### src/rtl/ppd_pkg.sv
// Shared types and helpers for the polyphase commutator: lane-order state, decimation clamp, lane slicing.
package ppd_pkg;

   typedef enum logic {S_SKIP, S_FILL} state_t;

   localparam int PPD_DFLT_MAX_DECIM = 8;

   function automatic int ppd_idx_w(input int max_d);
      return (max_d > 2) ? $clog2(max_d) : 1;
   endfunction

   function automatic int ppd_cnt_w(input int max_d);
      return $clog2(max_d + 1);
   endfunction

   localparam int PPD_DFLT_IDX_W = ppd_idx_w(PPD_DFLT_MAX_DECIM);
   localparam int PPD_DFLT_CW    = ppd_cnt_w(PPD_DFLT_MAX_DECIM);

   function automatic int clamp_decim(input int d, input int max_d);
      if (d < 2)     return 2;
      if (d > max_d) return max_d;
      return d;
   endfunction

   function automatic int lane_lsb(input int k, input int w);
      return k * w;
   endfunction

endpackage

### src/rtl/ppd_lane_sequencer.sv
// Phase skip, lane index walk and per-frame decimation latch; no datapath. Combinational flags, 0-cycle.
// Optional o_cfg_bad with PPD_COMMUTATOR_STATUS_EN: pulses when a sampled decimation needed clamping.
module ppd_lane_sequencer
   import ppd_pkg::*;
#(
   parameter int GP_MAX_DECIM = PPD_DFLT_MAX_DECIM,
   parameter int GP_CCW       = 1,
   parameter int GP_PHASE     = 0,
   localparam int CW          = ppd_cnt_w(GP_MAX_DECIM),
   localparam int IW          = ppd_idx_w(GP_MAX_DECIM)
) (
   input  logic          i_clk,
   input  logic          i_rst_an,
   input  logic          i_clr,
   input  logic [CW-1:0] i_decim,
   input  logic          i_accept,
   output logic          o_fill,
   output logic          o_last,
   output logic [IW-1:0] o_lane,
   output logic [CW-1:0] o_m_act
`ifdef PPD_COMMUTATOR_STATUS_EN
   ,
   output logic          o_cfg_bad
`endif
);

   localparam state_t        ST_INIT = (GP_PHASE > 0) ? S_SKIP : S_FILL;
   localparam logic [CW-1:0] PH      = CW'(GP_PHASE);
   localparam logic [CW-1:0] MAXV    = CW'(GP_MAX_DECIM);
   localparam logic [CW-1:0] ONE     = CW'(1);

   state_t        state, state_nxt;
   logic [CW-1:0] skip_cnt, skip_nxt;
   logic [CW-1:0] pos, pos_nxt;
   logic [CW-1:0] m_act, m_nxt;
   logic [CW-1:0] m_clamp, m_eff;
   logic          boundary;

   assign m_clamp  = CW'(clamp_decim(int'(i_decim), GP_MAX_DECIM));
   assign boundary = (state == S_FILL) && (pos == '0);
   // The first sample of a frame already uses the freshly sampled M for its lane
   assign m_eff    = boundary ? m_clamp : m_act;
   assign o_fill   = (state == S_FILL);
   assign o_last   = (state == S_FILL) && (pos == m_act - ONE);
   assign o_lane   = (GP_CCW != 0) ? IW'(pos) : IW'(m_eff - ONE - pos);
   assign o_m_act  = m_act;

`ifdef PPD_COMMUTATOR_STATUS_EN
   assign o_cfg_bad = (i_clr || (i_accept && boundary)) &&
                      ((int'(i_decim) < 2) || (int'(i_decim) > GP_MAX_DECIM));
`endif

   always_comb begin
      state_nxt = state;
      skip_nxt  = skip_cnt;
      pos_nxt   = pos;
      m_nxt     = m_act;
      if (i_clr) begin
         state_nxt = ST_INIT;
         skip_nxt  = PH;
         pos_nxt   = '0;
         m_nxt     = m_clamp;
      end else if (i_accept) begin
         case (state)
            S_SKIP: begin
               skip_nxt = skip_cnt - ONE;
               if (skip_cnt == ONE) state_nxt = S_FILL;
            end
            S_FILL: begin
               if (boundary) m_nxt = m_clamp;
               pos_nxt = o_last ? '0 : pos + ONE;
            end
            default: state_nxt = ST_INIT;
         endcase
      end
   end

   always_ff @(posedge i_clk or negedge i_rst_an) begin
      if (!i_rst_an) begin
         state    <= ST_INIT;
         skip_cnt <= PH;
         pos      <= '0;
         m_act    <= MAXV;
      end else begin
         state    <= state_nxt;
         skip_cnt <= skip_nxt;
         pos      <= pos_nxt;
         m_act    <= m_nxt;
      end
   end

endmodule

### src/rtl/ppd_commutator_sync.sv
// Serial-to-M-lane commutator: frame valid 1 cycle after last accept; o_ready drops only when the last lane would overwrite an unaccepted frame.
// Optional status outputs (frame count, clamp error) with PPD_COMMUTATOR_STATUS_EN.
module ppd_commutator_sync
   import ppd_pkg::*;
#(
   parameter int GP_DATA_WIDTH = 16,
   parameter int GP_MAX_DECIM  = PPD_DFLT_MAX_DECIM,
   parameter int GP_CCW        = 1,
   parameter int GP_PHASE      = 0,
   localparam int CW           = ppd_cnt_w(GP_MAX_DECIM)
) (
   input  logic                                   i_clk,
   input  logic                                   i_rst_an,
   input  logic                                   i_clr,
   input  logic [CW-1:0]                          i_decim,
   input  logic                                   i_valid,
   output logic                                   o_ready,
   input  logic signed [GP_DATA_WIDTH-1:0]        i_data,
   output logic                                   o_valid,
   input  logic                                   i_ready,
   output logic [GP_MAX_DECIM*GP_DATA_WIDTH-1:0]  o_data,
   output logic                                   o_clk
`ifdef PPD_COMMUTATOR_STATUS_EN
   ,
   output logic [15:0]                            o_frame_cnt,
   output logic                                   o_cfg_err
`endif
);

   localparam int W  = GP_DATA_WIDTH;
   localparam int IW = ppd_idx_w(GP_MAX_DECIM);

   logic                          accept, load, fill, last;
   logic [IW-1:0]                 lane;
   logic [CW-1:0]                 m_act;
   logic signed [W-1:0]           bank [GP_MAX_DECIM];
   logic [GP_MAX_DECIM*W-1:0]     frame;
`ifdef PPD_COMMUTATOR_STATUS_EN
   logic                          cfg_bad;
`endif

   ppd_lane_sequencer #(
      .GP_MAX_DECIM (GP_MAX_DECIM),
      .GP_CCW       (GP_CCW),
      .GP_PHASE     (GP_PHASE)
   ) u_seq (
      .i_clk    (i_clk),
      .i_rst_an (i_rst_an),
      .i_clr    (i_clr),
      .i_decim  (i_decim),
      .i_accept (accept),
      .o_fill   (fill),
      .o_last   (last),
      .o_lane   (lane),
      .o_m_act  (m_act)
`ifdef PPD_COMMUTATOR_STATUS_EN
      ,
      .o_cfg_bad(cfg_bad)
`endif
   );

   assign o_ready = !(last && o_valid && !i_ready);
   assign accept  = i_valid && o_ready;
   assign load    = accept && last;

   // Final sample bypasses the bank; lanes beyond the active M read as zero
   always_comb begin
      frame = '0;
      for (int k = 0; k < GP_MAX_DECIM; k++) begin
         if (k < int'(m_act))
            frame[lane_lsb(k, W) +: W] = (k == int'(lane)) ? i_data : bank[k];
      end
   end

   always_ff @(posedge i_clk or negedge i_rst_an) begin
      if (!i_rst_an) begin
         for (int k = 0; k < GP_MAX_DECIM; k++) bank[k] <= '0;
      end else if (i_clr) begin
         for (int k = 0; k < GP_MAX_DECIM; k++) bank[k] <= '0;
      end else if (accept && fill) begin
         bank[lane] <= i_data;
      end
   end

   always_ff @(posedge i_clk or negedge i_rst_an) begin
      if (!i_rst_an) begin
         o_valid <= 1'b0;
         o_clk   <= 1'b0;
         o_data  <= '0;
      end else if (i_clr) begin
         o_valid <= 1'b0;
         o_clk   <= 1'b0;
         o_data  <= '0;
      end else begin
         o_clk <= load;
         if (load) begin
            o_data  <= frame;
            o_valid <= 1'b1;
         end else if (i_ready) begin
            o_valid <= 1'b0;
         end
      end
   end

`ifdef PPD_COMMUTATOR_STATUS_EN
   always_ff @(posedge i_clk or negedge i_rst_an) begin
      if (!i_rst_an) begin
         o_frame_cnt <= '0;
         o_cfg_err   <= 1'b0;
      end else if (i_clr) begin
         o_frame_cnt <= '0;
         o_cfg_err   <= cfg_bad;
      end else begin
         if (load)    o_frame_cnt <= o_frame_cnt + 16'd1;
         if (cfg_bad) o_cfg_err   <= 1'b1;
      end
   end
`endif

endmodule

### config.mk
export PLATFORM = sky130hd
export DESIGN_NAME = ppd_commutator_sync
export DESIGN_NICKNAME = d
export VERILOG_FILES = /design/src/rtl/ppd_pkg.sv /design/src/rtl/ppd_lane_sequencer.sv /design/src/rtl/ppd_commutator_sync.sv
export SDC_FILE = /design/constraint.sdc
export NUM_CORES = 1
export LEC_CHECK = 0
export CORE_MARGIN = 3
export CORE_UTILIZATION = 56
export DETAILED_ROUTE_END_ITERATION = 6
export GPL_TIMING_DRIVEN = 0
export HOLD_SLACK_MARGIN = 0.02
export PLACE_DENSITY = 0.82
export SLEW_MARGIN = 30
export SYNTH_ARGS = -nofsm -noshare
export SYNTH_HDL_FRONTEND = slang
export SYNTH_SLANG_ARGS = --single-unit
export TNS_END_PERCENT = 100
### constraint.sdc
create_clock -name i_clk -period 3 [get_ports i_clk]
set_clock_uncertainty 0.05 [all_clocks]
set_input_delay 0.75 -clock i_clk [delete_from_list [all_inputs] [get_ports i_clk]]
set_output_delay 0.75 -clock i_clk [all_outputs]
set_load 0.005 [all_outputs]
======== Word level (Yosys, flattened, before mapping) ========
Cells that the tools add are included.
storage, ports and cells
  bits in registers ....................... 271
  bits of input ports ..................... 25
  output and inout port bits .............. 131
  word-level logic and storage cells ...... 111
cells by class
  add/subtract/negate cells ............... 3
  $lt $le $gt $ge ......................... 12
  equal/unequal tests ..................... 10
  mux-type cells .......................... 49
  bitwise operators ....................... 1
  reductions and logical operators ........ 21
operator list
  cell                 number
  $mux 128             4
  $mux 16              17
  $bwmux 128           1
  $mux 4               14
  $demux 16 s3         1
  $lt 3x4->1 const A   4
  $eq 3x3->1 const A   4
  $mux 1               11
  $reduce_bool 2->1    5
  $logic_and 1x1->1    8
  $lt 1x4->1 const A   2
  $lt 2x4->1 const A   2
  $sub 4x1->4 const B  2
  $eq 2x3->1 const A   2
  $add 4x1->4 const B  1
  $eq 4x1->1 const B   1
  $eq 4x4->1           1
  $ge 4x4->1 const B   1
  $gt 4x4->1 const B   1
  $logic_not 4->1      1
  $lt 4x1->1 const B   1
  $lt 4x2->1 const B   1
  $not 3->4            1
  $reduce_and 2->1     2
  other kinds (7)      8

======== Logic depth before layout (Yosys ltp) ========
Gate-level depths: netlist of the first run.
  depth after elaboration ................. 10
  gate-level depth with buffers ........... 9
  depth with buffers taken out ............ 8

======== By module ========
From an unflattened synthesis of the first run, not the netlist that was laid out.
second synthesis, totals
  cell total of the unflattened synthesis .. 995
  area, all modules ....................... 12194.2 µm²
modules (own cells, without submodules)
  module               instances  cells an instance  area an instance (µm²)  sequential area each (µm²)
  ppd_commutator_sync  1          914                11432.2                 6456.2
  ppd_lane_sequencer   1          81                 762.0                   327.8

======== Worst setup path before layout of the first run ========
No wires, ideal clock.
  path kind ............................... register to output
  start point ............................. reg u_seq.m_act[0], in the netlist u_seq.o_m_act[0]
  end point ............................... out o_ready
  data arrival time ....................... 1.543 ns
  data required time ...................... 2.200 ns
  setup slack ............................. 0.657 ns
  cell stages (with the launch flop) ...... 7
  path buffers ............................ 0
  cell sequence ........................... dfrtp_1 > inv_1 > ha_1 > xor2_1 > nand4_4 > nor3_4 > inv_2
on the way
  longest elaborated chain between the ends .. 6
ends and longest elaborated chain
  element                         line                       RTL
  start: declaration              ppd_lane_sequencer.sv:35   logic [CW-1:0] m_act, m_nxt;
  start signal: assignment        ppd_lane_sequencer.sv:88   m_act <= m_nxt;
  $sub 4x1->4                     ppd_lane_sequencer.sv:44   assign o_last = (state == S_FILL) && (pos == m_act - ONE);
  $eq 4x4->1                      ppd_lane_sequencer.sv:44
  $logic_and 1x1->1               ppd_lane_sequencer.sv:44
  $logic_and 1x1->1 (2 in a row)  ppd_commutator_sync.sv:62  assign o_ready = !(last && o_valid && !i_ready);
  $logic_not 1->1                 ppd_commutator_sync.sv:62
  end: declaration                ppd_commutator_sync.sv:17  output logic o_ready,
Every way passes these cells.

======== Final worst setup path of the first run ========
  start point ............................. reg u_seq.pos[2]
  end point ............................... out o_ready
on the way
  longest elaborated chain between the ends .. 5
ends and longest elaborated chain
  element                         line                       RTL
  start: declaration              ppd_lane_sequencer.sv:34   logic [CW-1:0] pos, pos_nxt;
  start signal: assignment        ppd_lane_sequencer.sv:87   pos <= pos_nxt;
  $eq 4x4->1                      ppd_lane_sequencer.sv:44
  $logic_and 1x1->1               ppd_lane_sequencer.sv:44
  $logic_and 1x1->1 (2 in a row)  ppd_commutator_sync.sv:62
  $logic_not 1->1                 ppd_commutator_sync.sv:62
Every way passes these cells.

==> flow_summary.json, run 1 <==
{
  "yosys.area_share.simple_pct": 9.71,
  "yosysTopAreaCell": "dfrtp_1",
  "syn_inst": 1005,
  "synth_top_area_share_pct": 53.3,
  "layout.nets": 1223,
  "cts_root_buffer": "clkbuf_16",
  "path_cells": "buf_6, xnor3_2, nand4_4, nor3_4, inv_2, clkdlybuf4s15_1",
  "synth_cell_types": 47,
  "hp-class": "in2async",
  "grt_usage_pct": 28.1,
  "grt_use_met3_pct": 4.11,
  "r2r_cells": 10,
  "grt_pass1_wl_microns": 53500,
  "viasPerCell": 5.91,
  "cts_tree": "yes",
  "mostFrequentLayoutCell": "dfrtp_1",
  "yosysSeqAreaShare_pct": 53.8,
  "async_reset_ff_share_pct": 100,
  "top_usage_layer": "met2",
  "synthMuxAreaShare_pct": 20.6,
  "wire_per_inst_microns": 22.9,
  "core_area_sq_um": 22000,
  "cts_hold_buf": 0,
  "syn_avg_cell_area_sq_um": 12.6,
  "synthFlopType": "dfrtp_1",
  "syn2layout_area_growth_pct": 22.9,
  "cts-htree-levels": 1,
  "path_max_fanout": 9,
  "vdd_drop_max_mv": 0.334,
  "clkSinkCount": 271,
  "setup_viol": 0,
  "ys_top_cells_by_area": "dfrtp_1 (53%), mux2i_1 (20%), o2bb2ai_1 (8.9%)",
  "antenna_found_initial": 0,
  "overflow": 0,
  "clkTransAtPathRegs_ps": 60,
  "use_met1_pct": 40.5,
  "max-slew-margin-rel_pct": 44.2,
  "end_kind": "output pin",
  "synth-seq-cells": 271,
  "cts_max_path_buffers": 3,
  "dieHeight_microns": 156,
  "fmax_mhz": 352,
  "hold_viol_final": 0,
  "outcome": "completed",
  "grt_max_degree": 83,
  "route.detailed.drc": 0,
  "slew_violations": 0,
  "fin_hold_ws_ps": 97.1,
  "cp-start-kind": "register",
  "n_antenna_cell": 0,
  "layout_common_cells": "dfrtp_1 (268), mux2i_1 (258), nand2b_1 (146)",
  "worstPathArrival_ps": 2040,
  "worstMarginPinSlew_ps": 837,
  "r2r_start": "u_seq.o_m_act[1]$_DFFE_PN0P_",
  "dp_hpwl_microns": 22900,
  "cpMaxStageDelayCell": "xnor3_2",
  "netlist_area_sq_um": 12600,
  "dieArea_sq_um": 24400,
  "power_density_nw_per_um2": 530,
  "synth-edff-count": 0,
  "rsz0062_at_grt": "no",
  "io_pins": 156,
  "crit_path_end": "o_ready",
  "yosysWarnings": 0,
  "rrSetupSlack_ps": 240,
  "p_leak_nw": 7.64,
  "synth_compound_gate_area_share_pct": 10.1,
  "port_buffers": 139,
  "drv_cap": 0,
  "synth_top_family_by_area": "multiplexers",
  "synth_xor_area_share_pct": 0.734,
  "syn-num-nets": 1042,
  "start_util_pct": 57.5,
  "clock_latency_ps": 540,
  "grt_pass1_vias": 9249,
  "finalCritPeriodShare_pct": 94.7,
  "stdcell_area_sq_um": 15500,
  "layout-drive-gt1-share_pct": 9.77,
  "dr.pass1.iters": 5,
  "r2r_end": "o_data[74]$_DFFE_PN0P_",
  "drt_iter0_markers": 618,
  "cts_buffers": 28,
  "max_stage_delay_ps": 410,
  "min_period_ps": 2840,
  "finalWirelength_microns": 34000,
  "ant_nets": 0,
  "fp-row-count": 54,
  "crit_type": "reg2out",
  "power_mw": 8.23,
  "placed_cell_area_sq_um": 14400,
  "die_w_microns": 156,
  "grtUsageMet2_pct": 45.3,
  "startpoint": "u_seq.pos[2]$_DFFE_PN0P_",
  "dr_total_vias": 8790,
  "synth_fa_ha_area_share_pct": 1.19,
  "place_congestion": 0.880,
  "required_ps": 2200
}
metal layers:
metal  part of all wire (%)  vias up
li1                       -     3911
met1                     44     4497
met2                     47      322
met3                    6.3       60
met4                    2.4        0
met5                      0        -
how the worst min path moves through the flow:
stage | start | end | slack, ps | cells past startpoint
after floorplan | u_seq.skip_cnt[3]$_DFFE_PN0P_ | u_seq.o_fill$_DFFE_PN1P_ | 370 | 1
after global placement | u_seq.skip_cnt[3]$_DFFE_PN0P_ | u_seq.o_fill$_DFFE_PN1P_ | 390 | 1
after detailed placement | u_seq.skip_cnt[3]$_DFFE_PN0P_ | u_seq.o_fill$_DFFE_PN1P_ | 390 | 1
after CTS | i_rst_an | o_data[20]$_DFFE_PN0P_ | 120 | 1
after global routing | i_rst_an | bank[2]$_DFFE_PN0P_ | 130 | 1
final | i_rst_an | o_data[20]$_DFFE_PN0P_ | 100 | 1
state kept, by name (all words and copies together) (netlist names):
| signal | flops |
|---|---|
| bank | 128 |
| o_clk | 1 |
| o_data | 128 |
| o_valid | 1 |
| u_seq.o_fill | 1 |
| u_seq.o_m_act | 4 |
| u_seq.pos | 4 |
| u_seq.skip_cnt | 4 |
repair_timing:
action,CTS,global route
gates cloned,0,0
pin swaps,5,3
setup buffers,6,3
setup endpoints to repair,1,61
resized for setup,6,6
layout make-up:
class                   instances  area [sq um]
inverters                      10          37.5
repair buffers                151          1550
well taps                     280           350
multi-input cells             626          5350
clock buffers                  44           862
fillers                      1504          6440
flip-flops and latches        271          6790
clock inverters                 8           120
plain buffers                  98           458
where the power goes:
part | switching [mW] | internal, mW
Clock | 1.46 | 2.22
Combinational | 0.514 | 0.289
Sequential | 0.0328 | 3.71
Total | 2.00 | 6.23
worst max-delay path, delay by kind of cell (launching register included):
| family | cells | cell delay [ps] |
|---|---|---|
| xor gates and xnor gates | 1 | 410 |
| buffers and inverters | 3 | 420 |
| DFF | 1 | 390 |
| and+or+nand+nor | 2 | 280 |
synthesized netlist by cell type (2+ instances only):
master / instances
nand4_2: 2
mux2i_1: 258
ha_1: 12
nor3_1: 2
nand2_1: 19
xor2_1: 4
buf_4: 9
o21ai_2: 2
or4_1: 2
nand2b_1: 146
nor3_2: 2
o2bb2ai_1: 128
mux2_2: 2
buf_6: 4
nor2_1: 11
dfrtp_1: 269
nor2b_1: 2
dfstp_2: 2
clkbuf_1: 49
inv_1: 8
o31ai_1: 3
nand3_1: 2
buf_1: 17
buf_2: 19
o21ai_0: 4
or3_1: 4
a21o_1: 2
xnor2_1: 2
cell families after synthesis:
logic type                 after synthesis
muxes                                  260
and+or+nand+nor                        198
buffers and inverters                  108
AOI/OAI and AO/OA                      148
DFF                                    271
xor gates and xnor gates                 8
adders and majority gates               12
through the flow:
stage | setup slack, ps | cells | utilization [%] | TNS, ps
after CTS | 8.89 | 1485 | 70.5 | 0
after global routing | 92.4 | 1488 | 70.6 | 0
final | 158 | 1488 | 70.6 | 0
after floorplan | 657 | 1005 | - | 0
after global placement | -10360 | 1424 | 65.4 | -2802940
after detailed placement | -209 | 1427 | 65.8 | -14390
(Power assumes the default switching activity.)
==> inputs of run 2 (changes only) <==
--- a/config.mk
+++ b/config.mk
@@ -11,6 +11,7 @@
 export GPL_TIMING_DRIVEN = 0
 export HOLD_SLACK_MARGIN = 0.02
 export PLACE_DENSITY = 0.82
+export RECOVER_POWER = 100
 export SLEW_MARGIN = 30
 export SYNTH_ARGS = -nofsm -noshare
 export SYNTH_HDL_FRONTEND = slang
==> run 2 against run 1 <==
The flow now finishes with violations (max-capacitance violations, max-slew violations). Highest routed layer unchanged. Register-to-register slack lost 110 ps. Sequential cell count unchanged. Cell area decreased by 0.65%. Via count decreased by 0.14%.
==> flow_summary.json, run 2 (same netlist as run 1, synthesis figures left out) <==
{
  "outcome": "finished with violations",
  "violations": "max-capacitance violations, max-slew violations",
  "cp-start-kind": "register",
  "stdcell_area_sq_um": 15400,
  "dp_hpwl_microns": 22900,
  "overflow": 0,
  "cts_buffers": 28,
  "wire_per_inst_microns": 22.8,
  "max-slew-margin-rel_pct": -10.5,
  "grt_pass1_wl_microns": 53500,
  "hold_viol_final": 0,
  "drv_cap": 1,
  "worstMarginPinSlew_ps": 1660,
  "path_cells": "buf_6, xnor3_2, nand4_4, nor3_4, clkbuf_2, or4_1, clkbuf_1, buf_2, mux2i_1",
  "p_leak_nw": 8.05,
  "instances_no_fill": 1488,
  "layout.nets": 1223,
  "placed_cells": 1427,
  "rsz0062_at_grt": "no",
  "grt_max_degree": 83,
  "crit_type": "reg2reg",
  "layout_setup_ws_ps": 129,
  "fmax_mhz": 348,
  "place_ws_ps": -209,
  "place_congestion": 0.880,
  "grt_usage_pct": 28.1,
  "hp-start": "u_seq.skip_cnt[3]$_DFFE_PN0P_",
  "start_util_pct": 57.5,
  "min_period_ps": 2870,
  "worstPathArrival_ps": 3270,
  "drt_iter0_markers": 526,
  "dr.pass1.iters": 4,
  "vdd_drop_max_mv": 0.334,
  "route.detailed.drc": 0,
  "layout-drive-gt1-share_pct": 8.44,
  "viasPerCell": 5.90,
  "cpMaxStageDelayCell": "clkbuf_1",
  "dieHeight_microns": 156,
  "cts_max_path_buffers": 3,
  "slew_violations": 64,
  "n_antenna_cell": 0,
  "dr_total_vias": 8778,
  "hp-class": "reg2reg",
  "cts-htree-levels": 1,
  "clkSinkCount": 271,
  "path_max_fanout": 10,
  "ant_nets": 0,
  "finalWirelength_microns": 34000,
  "reg_top3": "bank x128, o_data x128",
  "max_stage_delay_ps": 490,
  "clkTransAtPathRegs_ps": 60,
  "fp-row-count": 54,
  "required_ps": 3400,
  "dieArea_sq_um": 24400,
  "syn2layout_area_growth_pct": 22.2,
  "end_kind": "register",
  "power_density_nw_per_um2": 533,
  "cts_hold_buf": 0,
  "grt_pass1_vias": 9249,
  "io_pins": 156,
  "die_w_microns": 156,
  "layout_common_cells": "dfrtp_1 (268), mux2i_1 (258), nand2b_1 (146)",
  "clock_latency_ps": 540,
  "fin_util_pct": 70.2,
  "cts_root_buffer": "clkbuf_16",
  "antenna_found_initial": 0,
  "cts_tree": "yes",
  "port_buffers": 139,
  "startpoint": "u_seq.pos[2]$_DFFE_PN0P_",
  "nFillCells": 1518,
  "mostFrequentLayoutCell": "dfrtp_1",
  "power_mw": 8.21,
  "r2r_start": "u_seq.pos[2]$_DFFE_PN0P_",
  "placed_cell_area_sq_um": 14400,
  "core_area_sq_um": 22000,
  "finalCritPeriodShare_pct": 95.7,
  "setup_viol": 0
}
## run 2: cell types whose count changed in the layout (fill, tap and decap cells not counted), moves of 2 or more
| cell | previous run | this run |
|---|---|---|
| nand4_2 | 2 | 0 |
| clkbuf_4 | 0 | 2 |
| nand4_1 | 0 | 2 |
| buf_2 | 19 | 10 |
| dlygate4sd3_1 | 0 | 131 |
| clkdlybuf4s50_1 | 137 | 6 |
| buf_6 | 4 | 2 |
| clkbuf_2 | 2 | 11 |
| clkbuf_1 | 54 | 66 |
| buf_4 | 18 | 9 |
## run 2: layer usage
| metal | share of wire (%) | global-route usage [%] | vias up |
|---|---|---|---|
| met2 | 47 | 45.3 | 309 |
| met3 | 5.7 | 4.11 | 53 |
| met4 | 2.3 | 6.92 | 0 |
| met5 | 0 | 0 | - |
| li1 | - | - | 3914 |
| met1 | 45 | 40.5 | 4502 |
## run 2: final timing paths
path                       cells past startpoint  slack, ps                  endpoint
setup reg to reg                               9        130     bank[109]$_DFFE_PN0P_
setup / recovery                               9        130     bank[109]$_DFFE_PN0P_
max in group asynchronous                      2        510    o_data[13]$_DFFE_PN0P_
hold reg to reg                                1        430  u_seq.o_fill$_DFFE_PN1P_
min in group asynchronous                      1        570    o_data[20]$_DFFE_PN0P_
hold / removal                                 1        430  u_seq.o_fill$_DFFE_PN1P_
## run 2: per-stage QoR
stage	TNS (ps)	hold slack, ps
CTS	0	119
global route	0	446
finish	0	426
floorplan	0	367
global placement	-2802940	391
detailed placement	-14390	393
## run 2: repair_timing
action / 4_1_cts / 5_1_grt
setup buffers: 6 / 3
pin swaps: 5 / 3
gates cloned: 0 / 0
endpoints found under the setup margin: 1 / 61
resized for setup: 6 / 6
## run 2: worst max-delay path, delay by kind of cell, from the launching register on
| kind | cells | cell delay [ps] |
|---|---|---|
| xor gates and xnor gates | 1 | 410 |
| buffers and inverters | 4 | 1250 |
| DFF | 1 | 390 |
| muxes | 1 | 250 |
| and+or+nand+nor | 3 | 410 |
## run 2: where the power goes
| part | internal, mW | switching (mW) |
|---|---|---|
| clock network | 2.22 | 1.46 |
| registers | 3.71 | 0.0322 |
| logic | 0.274 | 0.511 |
## run 2: layout make-up
class                           count  area, sq um  area share (%)
Sequential cell                   271         6790            44.0
Multi-Input combinational cell    626         5330            34.6
Timing Repair Buffer              151         1510            9.80
Clock buffer                       44          862            5.59
Buffer                             98          418            2.71
Tap cell                          280          350            2.27
Clock inverter                      8          120           0.779
Inverter                           10         37.5           0.244
